<file path="config.mk">
export PLATFORM = sky130hd
export DESIGN_NAME = divider_unit
export DESIGN_NICKNAME = d
export VERILOG_FILES = /design/src/rtl/divider_unit_pkg.sv /design/src/rtl/divider_unit.sv
export SDC_FILE = /design/constraint.sdc
export NUM_CORES = 1
export LEC_CHECK = 0
export ABC_AREA = 1
export ABC_CLOCK_PERIOD_IN_PS = 4000
export BUFFER_PORTS_ARGS = -buffer_cell sky130_fd_sc_hd__buf_2
export CAP_MARGIN = 25
export CELL_PAD_IN_SITES_DETAIL_PLACEMENT = 1
export CELL_PAD_IN_SITES_GLOBAL_PLACEMENT = 2
export CORE_MARGIN = 2
export CORE_UTILIZATION = 33
export DETAILED_ROUTE_END_ITERATION = 10
export PLACE_DENSITY_LB_ADDON = 0.1
export SYNTH_ARGS = -nofsm -noshare
export SYNTH_HDL_FRONTEND = slang
export SYNTH_SLANG_ARGS = --single-unit
</file>
<file path="constraint.sdc">
create_clock -name clk -period 4 [get_ports clk]
set_clock_uncertainty 0.2 [all_clocks]
set_input_delay 0.6 -clock clk [delete_from_list [all_inputs] [get_ports clk]]
set_output_delay 0.6 -clock clk [all_outputs]
set_load 0.005 [all_outputs]
</file>
<file path="src/rtl/divider_unit_pkg.sv">
// Shared execute-stage types: divider FSM states, opcode enum and divider constants.
package divider_unit_pkg;

  localparam int XLEN = 32;
  localparam logic [XLEN-1:0] DIV_BY_ZERO_Q = 32'hFFFF_FFFF;

  typedef enum logic [1:0] {
    D_IDLE,
    D_INIT,
    D_CALC,
    D_SIGN
  } div_states_e;

  // Execute-stage opcode; only the division group is consumed by this unit.
  typedef enum logic [49:0] {
    NOP    = 50'd0,
    ADD    = 50'd1,
    SUB    = 50'd2,
    MUL    = 50'd3,
    MULH   = 50'd4,
    MULHU  = 50'd5,
    MULHSU = 50'd6,
    DIV    = 50'd7,
    DIVU   = 50'd8,
    REM    = 50'd9,
    REMU   = 50'd10
  } iType_e;

endpackage

</file>
<file path="src/rtl/divider_unit.sv">
// Iterative radix-2 restoring divider (DIV/DIVU/REM/REMU), one quotient bit per cycle.
module divider_unit
  import divider_unit_pkg::*;
#(
  parameter bit EARLY_EXIT = 1'b1
) (
  input  logic            clk,
  input  logic            reset,
  input  logic            start_i,
  input  logic            kill_i,
  input  iType_e          instruction_operation_i,
  input  logic [XLEN-1:0] first_operand_i,
  input  logic [XLEN-1:0] second_operand_i,
  output logic            hold_o,
  output logic            done_o,
  output logic [XLEN-1:0] result_o
);

  div_states_e state, next_state;

  iType_e          op_q;
  logic [XLEN-1:0] a_q, b_q;
  logic [XLEN-1:0] quot_q, divisor_q;
  logic [XLEN:0]   rem_q;
  logic [4:0]      cnt_q;
  logic            neg_q_q, neg_r_q;

  logic            in_div_op, in_signed, accept;
  logic            op_signed, op_is_rem;
  logic            zero_div, ovf, early;
  logic [XLEN-1:0] early_res, sign_sel, sign_res, a_mag, b_mag;
  logic            finish;
  logic [XLEN-1:0] fin_val;
  logic [2*XLEN:0] step_res;

  // One restoring step: shift {rem,quot} left, try subtracting the divisor, keep it if non-negative.
  // rem[32] is always 0 here but is carried so the trial is computed at full width.
  function automatic logic [2*XLEN:0] div_step(input logic [XLEN:0] rem,
                                               input logic [XLEN-1:0] quot,
                                               input logic [XLEN-1:0] dvs);
    logic [XLEN+1:0] rem_sh, trial;
    rem_sh = {rem, quot[XLEN-1]};
    trial  = rem_sh - {2'b00, dvs};
    if (!trial[XLEN+1]) div_step = {trial[XLEN:0], quot[XLEN-2:0], 1'b1};
    else                div_step = {rem_sh[XLEN:0], quot[XLEN-2:0], 1'b0};
  endfunction

  assign in_div_op = (instruction_operation_i == DIV)  || (instruction_operation_i == DIVU) ||
                     (instruction_operation_i == REM)  || (instruction_operation_i == REMU);
  assign in_signed = (instruction_operation_i == DIV)  || (instruction_operation_i == REM);
  assign accept    = (state == D_IDLE) && start_i && in_div_op && !kill_i;

  assign op_signed = (op_q == DIV) || (op_q == REM);
  assign op_is_rem = (op_q == REM) || (op_q == REMU);

  // Operand magnitudes; 0x80000000 negates to itself, which is the correct unsigned magnitude.
  assign a_mag = (op_signed && a_q[XLEN-1]) ? -a_q : a_q;
  assign b_mag = (op_signed && b_q[XLEN-1]) ? -b_q : b_q;

  assign zero_div  = (b_q == '0);
  assign ovf       = op_signed && (a_q == 32'h8000_0000) && (b_q == 32'hFFFF_FFFF);
  assign early     = EARLY_EXIT && (zero_div || ovf);
  assign early_res = zero_div ? (op_is_rem ? a_q : DIV_BY_ZERO_Q)
                              : (op_is_rem ? '0  : 32'h8000_0000);

  assign sign_sel  = op_is_rem ? rem_q[XLEN-1:0] : quot_q;
  assign sign_res  = (op_is_rem ? neg_r_q : neg_q_q) ? -sign_sel : sign_sel;

  assign step_res  = div_step(rem_q, quot_q, divisor_q);

  assign hold_o    = (state != D_IDLE);

  // State register.
  always_ff @(posedge clk) begin
    if (reset) state <= D_IDLE;
    else       state <= next_state;
  end

  // Next-state and completion decode; a flush cancels any completion this cycle.
  always_comb begin
    next_state = state;
    finish     = 1'b0;
    fin_val    = sign_res;
    case (state)
      D_IDLE: if (accept) next_state = D_INIT;
      D_INIT: begin
        if (early) begin
          finish     = 1'b1;
          fin_val    = early_res;
          next_state = D_IDLE;
        end else begin
          next_state = D_CALC;
        end
      end
      D_CALC: if (cnt_q == 5'd0) next_state = D_SIGN;
      D_SIGN: begin
        finish     = 1'b1;
        fin_val    = sign_res;
        next_state = D_IDLE;
      end
      default: next_state = D_IDLE;
    endcase
    if (kill_i && state != D_IDLE) begin
      next_state = D_IDLE;
      finish     = 1'b0;
    end
  end

  // Datapath: operand capture, iteration registers and registered result/done.
  always_ff @(posedge clk) begin
    if (reset) begin
      op_q      <= NOP;
      a_q       <= '0;
      b_q       <= '0;
      quot_q    <= '0;
      divisor_q <= '0;
      rem_q     <= '0;
      cnt_q     <= '0;
      neg_q_q   <= 1'b0;
      neg_r_q   <= 1'b0;
      done_o    <= 1'b0;
      result_o  <= '0;
    end else begin
      done_o <= finish;
      if (finish) result_o <= fin_val;
      case (state)
        D_IDLE: if (accept) begin
          op_q    <= instruction_operation_i;
          a_q     <= first_operand_i;
          b_q     <= second_operand_i;
          neg_q_q <= in_signed && (first_operand_i[XLEN-1] ^ second_operand_i[XLEN-1]) &&
                     (second_operand_i != '0);
          neg_r_q <= in_signed && first_operand_i[XLEN-1];
        end
        D_INIT: begin
          quot_q    <= a_mag;
          divisor_q <= b_mag;
          rem_q     <= '0;
          cnt_q     <= 5'd31;
        end
        D_CALC: begin
          {rem_q, quot_q} <= step_res;
          cnt_q           <= cnt_q - 5'd1;
        end
        default: ;
      endcase
    end
  end

endmodule

</file>
# After elaboration in Yosys (flattened, before gate mapping)
# Index checks and enable logic that the tools add are counted.
[totals]
out_inout_bits = 34
reg_bits = 253
in_bits = 118
word_cells = 81
[classes]
n_reduce_logical = 28
n_eq_ne = 14
n_addsub = 5
bitwise = 1
n_mux = 21
[ops]
columns = ["cell", "n"]
rows = [
  ["$mux W32", 9],
  ["$eq A50 B4 Y1 const B", 5],
  ["$eq A50 B3 Y1 const B", 2],
  ["$neg A32 Y32", 3],
  ["$pmux W33 S2", 1],
  ["$mux W65", 1],
  ["$eq A32 B32 Y1 const B", 2],
  ["$pmux W32 S2", 1],
  ["$sub A34 B32 Y34", 1],
  ["$logic_not A32 Y1", 1],
  ["$reduce_bool A32 Y1", 1],
  ["$logic_and A1 B1 Y1", 11],
  ["$pmux W5 S2", 1],
  ["$pmux W2 S4", 1],
  ["$logic_or A1 B1 Y1", 7],
  ["$mux W2", 3],
  ["$logic_not A5 Y1", 1],
  ["$sub A5 B1 Y5 const B", 1],
  ["$eq A2 B2 Y1 const B", 2],
  ["$ne A2 B2 Y1 const B", 2],
  ["$reduce_and A2 Y1", 2],
  ["$reduce_bool A2 Y1", 2],
  ["$mux W1", 3],
  ["$eq A2 B1 Y1 const B", 1],
  ["other kinds (5)", 5],
]

# Depth between registers and ports, before layout
# Gate-level depths: netlist of the first run.
[logic_depth]
depth_word = 8
depth_mapped = 22
depth_no_buf = 21

# Worst setup path before layout of the first run
# No wires, ideal clock.
[synth_timing]
path_type = "reg-to-reg"
from = "register quot_q[31]"
to = "register rem_q[18]"
arrival_time_ns = 2.538
path_slack_ns = 1.129
path_stages_with_launch = 16
synth_period_minus_slack_ns = 2.871
required_ns = 3.668
cell_sequence = "dfxtp_1 inv_1 ha_1 fa_1 o21ai_0 a21oi_1 o21ai_0 a21oi_1 o21ai_0 nand2_1 nand2_1 nand2_1 nand2_1 nand2_1 o211ai_1 a21oi_1"
[synth_between]
elab_chain_cells = 3
[synth_lines]
columns = ["element", "line_no", "text"]
rows = [
  ["start: declaration", "divider_unit.sv:23", "logic [XLEN-1:0] quot_q, divisor_q;"],
  ["start signal: assignment", "divider_unit.sv:136", "quot_q <= a_mag;"],
  ["start signal: assignment", "divider_unit.sv:142", "{rem_q, quot_q} <= step_res;"],
  ["$sub A34 B32 Y34", "divider_unit.sv:43", "trial = rem_sh - {2'b00, dvs};"],
  ["$mux W65", "divider_unit.sv:44", "if (!trial[XLEN+1]) div_step = {trial[XLEN:0], quot[XLEN-2:0], 1'b1};"],
  ["$pmux W33 S2", "divider_unit.sv:126", "case (state)"],
  ["end signal: assignment", "divider_unit.sv:142", ""],
  ["end: declaration", "divider_unit.sv:24", "logic [XLEN:0] rem_q;"],
]
# No other way between the ends.
# A chain may end at the register's enable or synchronous reset.

# Final worst setup path of the first run
# Same ends and word-level chain as after synthesis.

==> key figures, run 1 <==
Run status
  • Outcome: complete, no violations

Timing
  • Final setup fails: 0
  • RSZ-0062 raised after global routing: false
  • Slew Viols, Final: 0
  • Final hold vios: 0
  • Period utilization: 86.5%
  • Fmax: 289 MHz
  • Setup TNS: 0 ns
  • Actual slew at the worst max-slew pin: 0.712 ns
  • Final worst path period need: ~3.5 ns
  • Post-layout worst setup margin: around 0.54 ns
  • Rel. slew slack: between 50% and 60%

Power
  • Internal: 4.98 mW
  • VDD IR max: 270 uV
  • Lkg Pwr: 9.00 nW
  • Pwr dens: around 390 nW/um^2
  • Comb power frac: ~18%
  • Clock group share of total power: 45.6%
  • Switching portion of total power: 29.6%
  • Register share of total power: 37.0%
  • Psw: between 2 and 2.5 mW
  • Total power: 7.07 mW

Layout
  • Layout Utilization: 39.1%
  • Fraction of layout cells with a size suffix above 1: 11.5%
  • # diodes: 0
  • FILL cells: ~6100
  • Area Overhead vs Synth: 16.3%
  • Post-Layout Inst Area: 18300 um^2
  • Final nets: 2705

CTS
  • Clock-pin slew on the worst setup and hold paths: ~0.06 ns
  • CTS buffer count: 34
  • H-tree levels: 2
  • CTS Hold Bufs: 0
  • Clock tree from TritonCTS: built
  • Root buf cell: clkbuf_16
  • Post-CTS setup buffer count: 0
  • CTS Buffer Depth: 3
  • Worst skew pair latency: 0.55 ns
  • Post-cts sizing count: 0
  • Clock sink count: ~250

Job
  • Max-Cap Viols: 0

Setup path
  • CP Launch Type: flop
  • CP Buf/Inv Count: 1
  • Slowest stage delay, CP: 0.48 ns
  • Worst Setup SP: quot_q[31]
  • RR Startpoint: quot_q[31]
  • CP required: 4.21 ns
  • CP max-delay cell: o21ai_0
  • CP Data Arrival Time: 3.67 ns
  • Setup CP Type: reg -> reg
  • Cell family with most CP delay: compound AO/OA/AOI/OAI gates
  • CP endpoint kind: flop
  • Worst reg2reg endpoint: rem_q[18]
  • Max FO, Critical Path: 4
  • Most common cell on crit path: nand2_1
  • R2r setup slk: 0.54 ns
  • Worst path cell trace: inv_1 -> ha_1 -> fa_1 -> o21ai_0 -> a21oi_1 -> o21ai_0 -> a21oi_1 -> o21ai_0 -> nand2_1 -> nand2_1 -> nand2_1 -> nand2_1 -> nand2_1 -> o211ai_1 -> a21oi_1
  • R2R depth: 15

Placed design
  • Dpl ws: 0.561 ns
  • Routability cong.: around 0.88
  • # port buffers: 151
  • Final HPWL DP: 48000 um
  • Post-DP Area: 17100 um^2

Synthesis
  • Synth Area per Inst: 6.46 um^2
  • Post-Synth XOR/XNOR Area: 4.79%
  • Synth Instances: 2432
  • Post-synthesis sequential area ratio: 32.2%
  • Post-synth cell types: 54
  • Synth warnings: 0
  • Post-Synth Simple-Gate Area: between 30 and 40%
  • Adder-Cell Fraction of Synth Area: 3.47%
  • Synth Area in Compound Gates: 17.6%
  • Main synth FF type: dfxtp_1
  • Multiplexer area fraction after synthesis: 0%
  • Synth Register Bits: 253
  • Post-synth top area share: 32.2%
  • Cell taking the most area after synthesis: dfxtp_1
  • Largest family of logic cells by synthesized area: simple AND/OR/NAND/NOR gates
  • Synth cell count leaders: nand2_1, inv_1, nor2_1, dfxtp_1, a21oi_1
  • Post-synth EDFFs: 0
  • Net Count, Synth: between 2000 and 3000
  • Netlist Area Pre-Place: 15700 um^2
  • Synth area leaders: dfxtp_1, nand2_1, inv_1, nor2_1, a21oi_1
  • Most common cell in the synthesized netlist: nand2_1
  • Fraction of registers with async set/reset: 0%

Drt
  • Drt total wl: 61700 um
  • Number of routed nets with antenna violations: 0
  • Initial DRC count: 980
  • Vias per cell: 5.16
  • Total number of vias: 16378
  • Drt pass-1 iters: 5
  • Post-route DRC: 0
  • Wirelength per Cell: a little under 20 um

Die
  • Die ar.: 49400 um^2
  • Initial core utilization: roughly 34%
  • IO Pins: 152
  • Core Box Area: 46800 um^2
  • Die Height: 222 um
  • Core Rows: 79
  • Die Width: 222 um

Hold path
  • Hold WC Path Type: in -> reg
  • Hold path start: second_operand_i[10]
  • Worst Hold Depth: 3
  • Hold EP: b_q[10]

GRT
  • Initial antenna violation count: 0
  • Vias in the first global route: 16602
  • Largest net degree at the start of global routing: roughly 110
  • First-pass GRT wire length: 95800 um
  • GRT overflow: 0
  • Total GRT Usage: 24.9%
==> kinds of logic (layout without fill, tap and decap cells) <==
| logic type | count (synthesis) | after routing |
|---|---|---|
| compound gates | 470 | 470 |
| buf+inv | 466 | 601 |
| fa+ha+maj | 43 | 43 |
| xor+xnor | 86 | 86 |
| flops | 253 | 253 |
| simple gates | 1114 | 1114 |
==> state kept, by name, summed over array words and instances, names as in the netlist, named ones only <==
register	count
result_o	32
b_q	32
neg_r_q	1
state	1
done_o	1
cnt_q	5
divisor_q	32
rem_q	33
a_q	32
op_q	50
quot_q	32
neg_q_q	1
==> worst reg2reg max path: cells and delay by family, from the launching register on <==
kind	cells	cell delay (ns)
adder cells (fa/ha/maj)	2	0.63
AND/OR/NAND/NOR	5	0.34
flip-flops	1	0.35
AO/OA/AOI/OAI	7	1.73
buffers and inverters	1	0.07
==> cell type report <==
| cell class | count | area [um^2] | share of cell area, % |
|---|---|---|---|
| clock inverter | 9 | 151 | 0.828 |
| sequential | 253 | 5060 | 27.7 |
| clock buffer | 50 | 1030 | 5.64 |
| timing repair buffer | 185 | 1080 | 5.91 |
| tap | 607 | 759 | 4.16 |
| multi-input combinational | 1713 | 8850 | 48.4 |
| inverter | 357 | 1340 | 7.33 |
==> through the flow <==
| stage | hold WS [ns] | cells |
|---|---|---|
| 2_1_floorplan | 0.222 | 2432 |
| 3_3_place_gp | 0.243 | 3115 |
| 3_5_place_dp | 0.248 | 3115 |
| 4_1_cts | 0.0697 | 3174 |
| 5_1_grt | 0.113 | 3174 |
| 6_report | 0.103 | 3174 |
==> per-layer routing <==
layer	global-route usage (%)	wire, um	vias up	part of all wire [%]
met5	0	0	-	0
met4	6.36	1300	0	2.1
met3	3.78	3150	78	5.1
met2	39.4	27000	363	44
met1	35.2	30300	7792	49
li1	-	-	8145	-
==> how the worst max path moves through the flow <==
stage | endpoint | cells past startpoint | slack (ns)
after floorplan | rem_q[18] | 15 | 1.13
after global placement | rem_q[18] | 15 | 0.65
after detailed placement | rem_q[18] | 15 | 0.56
after CTS | rem_q[18] | 15 | 0.53
after global routing | rem_q[18] | 15 | 0.20
final | rem_q[18] | 15 | 0.54
==> cells in the final DEF (no fill, tap or decap), types with 3 or more instances in the layout <==
| master | instances |
|---|---|
| a211oi_1 | 60 |
| xor2_1 | 69 |
| o21ai_2 | 4 |
| nor2_4 | 6 |
| clkbuf_1 | 4 |
| o221ai_1 | 4 |
| nand4_1 | 31 |
| clkbuf_16 | 34 |
| nor4_1 | 26 |
| o21ai_0 | 89 |
| nand3b_1 | 12 |
| nand2_2 | 17 |
| dfxtp_1 | 253 |
| buf_12 | 5 |
| a21o_1 | 4 |
| buf_4 | 29 |
| o22ai_1 | 17 |
| nand2_4 | 3 |
| inv_2 | 9 |
| nand2_1 | 477 |
| nor2_1 | 337 |
| nor2_2 | 6 |
| nor3_1 | 37 |
| clkbuf_8 | 12 |
| buf_2 | 150 |
| o21a_1 | 5 |
| bufinv_16 | 3 |
| nand3_1 | 148 |
| a31oi_1 | 25 |
| xnor2_1 | 17 |
| a21oi_1 | 203 |
| inv_1 | 348 |
| o21ai_1 | 7 |
| a41oi_1 | 3 |
| ha_1 | 42 |
| a21oi_2 | 4 |
| o211ai_1 | 35 |
==> power groups by stage <==
stage                     logic (mW)  clock network (mW)  registers, mW
after global routing            1.39                3.40           2.62
after global placement          1.21                   0           2.67
after CTS                       1.23                3.30           2.61
after floorplan                0.819                   0           2.66
final                           1.24                3.22           2.61
after detailed placement        1.22                   0           2.67
(Power assumes the default switching activity.)
==> run 2, diff against run 1 <==
- RECOVER_POWER: unset -> 25
==> key figures, run 2 (same netlist as run 1, synthesis figures left out) <==
Run status
  • Outcome: complete, no violations (unchanged)

GRT
  • Met3 Use GR: 3.78% (unchanged)
  • Met1 GRT Util: 35.2% (unchanged)
  • Grt met2 use: 39.4% (unchanged)
  • GRT Max-Usage Layer: met2 (unchanged)
  • Initial antenna violation count: 0 (unchanged)
  • Total GRT Usage: 24.9% (unchanged)
  • Vias in the first global route: 16602 (unchanged)
  • Largest net degree at the start of global routing: 107 (unchanged)
  • First-pass GRT wire length: 95800 um (unchanged)
  • GRT overflow: 0 (unchanged)

CTS
  • Post-CTS setup buffer count: 0 (unchanged)
  • Worst skew pair latency: 0.55 ns (about the same)
  • CTS Hold Bufs: 0 (unchanged)
  • CTS Buffer Depth: 3 (unchanged)
  • Root buf cell: clkbuf_16 (unchanged)
  • H-tree levels: 2 (unchanged)
  • Clock sink count: 253 (unchanged)
  • Post-cts sizing count: 0 (unchanged)
  • Clock-pin slew on the worst setup and hold paths: 0.06 ns (about the same)
  • Clock tree from TritonCTS: built (unchanged)
  • CTS buffer count: 34 (unchanged)

Placed design
  • Inst Count DP: 3115 (unchanged)
  • Final HPWL DP: 48000 um (unchanged)
  • Routability cong.: 0.882 (unchanged)
  • # port buffers: 151 (unchanged)

Layout
  • Largest Register: op_q (unchanged)
  • Multi-input gate area: 8840 um^2 (was 8850 um^2)
  • Area Overhead vs Synth: 15.9% (was 16.3%)
  • Largest regs: op_q x50, rem_q x33 (unchanged)
  • # diodes: 0 (unchanged)
  • FF/Latch Area: 5060 um^2 (unchanged)
  • Most frequent cells in the layout: nand2_1, inv_1, nor2_1 (unchanged)
  • Non-Filler Instances: 3174 (unchanged)
  • FILL cells: 6113 (was 6103)
  • Fraction of layout cells with a size suffix above 1: 10.7% (was 11.5%)
  • Most common cell after layout, fill and taps aside: nand2_1 (unchanged)
  • Final nets: 2705 (unchanged)
  • Largest register FFs: 50 (unchanged)

Timing
  • Actual slew at the worst max-slew pin: 1.18 ns (was 0.712 ns)
  • Final hold vios: 0 (unchanged)
  • Final worst path period need: 3.59 ns (was 3.46 ns)
  • Slew Viols, Final: 0 (unchanged)
  • Final setup fails: 0 (unchanged)
  • Period utilization: 89.7% (was 86.5%)
  • RSZ-0062 raised after global routing: false (unchanged)
  • Setup TNS: 0 ns (unchanged)
  • Rel. slew slack: 21.4% (was 52.0%)
  • Fmax: 279 MHz (was 289 MHz)

Setup path
  • Max FO, Critical Path: 106 (was 4)
  • Setup CP Type: reg -> reg (unchanged)
  • CP Launch Type: flop (unchanged)
  • Worst path cell trace: inv_1 -> ha_1 -> inv_1 -> nor2_1 -> nand2_1 -> nor3_1 -> nand3_1 -> clkbuf_4 -> nor2_1 -> a211oi_1 (was inv_1 -> ha_1 -> fa_1 -> o21ai_0 -> a21oi_1 -> o21ai_0 -> a21oi_1 -> o21ai_0 -> nand2_1 -> nand2_1 -> nand2_1 -> nand2_1 -> nand2_1 -> o211ai_1 -> a21oi_1)
  • CP max-delay cell: clkbuf_4 (was o21ai_0)
  • CP endpoint kind: flop (unchanged)
  • CP Data Arrival Time: 3.76 ns (was 3.67 ns)
  • Slowest stage delay, CP: 0.85 ns (was 0.48 ns)
  • CP required: 4.17 ns (was 4.21 ns)

Die
  • Die ar.: 49400 um^2 (unchanged)
  • Die Height: 222 um (unchanged)
  • Die Width: 222 um (unchanged)
  • Initial core utilization: 33.6% (unchanged)
  • IO Pins: 152 (unchanged)
  • Core Rows: 79 (unchanged)
  • Core Box Area: 46800 um^2 (unchanged)

Drt
  • Drt pass-1 iters: 7 (was 5)
  • Post-route DRC: 0 (unchanged)
  • Wirelength per Cell: 19.5 um (was 19.4 um)
  • Number of routed nets with antenna violations: 0 (unchanged)
  • Total number of vias: 16347 (was 16378)
  • Vias per cell: 5.15 (was 5.16)
  • Drt total wl: 61800 um (was 61700 um)
  • Initial DRC count: 1018 (was 980)

Power
  • Pwr dens: 388 nW/um^2 (was 387 nW/um^2)
  • VDD IR max: 270 uV (about the same)
  • Lkg Pwr: 8.90 nW (was 9.00 nW)

Hold path
  • Hold WC Path Type: in -> reg (unchanged)

Job
  • Max-Cap Viols: 0 (unchanged)
[run 2: cell types whose count changed in the layout (fill, tap and decap cells not counted)]
cell	previous run	this run
buf_1	0	1
buf_12	5	3
buf_2	150	131
buf_4	29	27
clkbuf_1	4	24
clkbuf_2	0	1
clkbuf_4	0	1
nand3_1	148	149
nand3_4	1	0
[run 2: worst max-delay path, delay by kind of cell, from the launching register on]
family | cells | cell delay (ns)
buf+inv | 3 | 1.04
fa+ha+maj | 1 | 0.20
compound gates | 1 | 0.09
flops | 1 | 0.34
simple gates | 5 | 1.48
[run 2: path summary, 6_finish.rpt]
| path | startpoint | endpoint | slack, ns | cells past startpoint |
|---|---|---|---|---|
| max | state[0] | a_q[7] | 0.41 | 10 |
| min | second_operand_i[10] | b_q[10] | 0.10 | 3 |
| max reg2reg | state[0] | a_q[7] | 0.41 | 10 |
| min reg2reg | op_q[26] | op_q[26] | 0.25 | 2 |
[run 2: metrics by stage]
| stage | hold WS, ns | instance area (um^2) | setup WS [ns] | total power [mW] | util [%] |
|---|---|---|---|---|---|
| after detailed placement | 0.248 | 17100 | 0.561 | 3.89 | 36.6 |
| after CTS | 0.0697 | 18300 | 0.534 | 7.15 | 39.1 |
| after floorplan | 0.222 | 15700 | 1.13 | 3.48 | - |
| final | 0.103 | 18200 | 0.414 | 7.06 | 38.9 |
| after global placement | 0.243 | 17100 | 0.651 | 3.88 | 36.6 |
| after global routing | 0.113 | 18200 | 0.158 | 7.40 | 38.9 |
[run 2: final cells by class]
type                       count  share of cell area (%)
clock buffer                  50                    5.66
tap                          607                    4.17
clock inverter                 9                   0.832
sequential                   253                    27.8
timing repair buffer         185                    5.61
multi-input combinational   1713                    48.5
inverter                     357                    7.36
[run 2: report_power, final]
| group | switching (mW) | internal (mW) | leakage (nW) | total [mW] |
|---|---|---|---|---|
| Combinational | 0.826 | 0.404 | 6.28 | 1.23 |
| Clock | 1.23 | 1.99 | 0.577 | 3.22 |
| Sequential | 0.0319 | 2.58 | 2.04 | 2.61 |
| Total | 2.09 | 4.97 | 8.90 | 7.06 |
[run 2: layer usage]
| layer | up-vias | part of all wire, % |
|---|---|---|
| met5 | - | 0 |
| met4 | 0 | 2.1 |
| met3 | 77 | 4.7 |
| met2 | 323 | 44 |
| met1 | 7804 | 49 |
| li1 | 8143 | - |
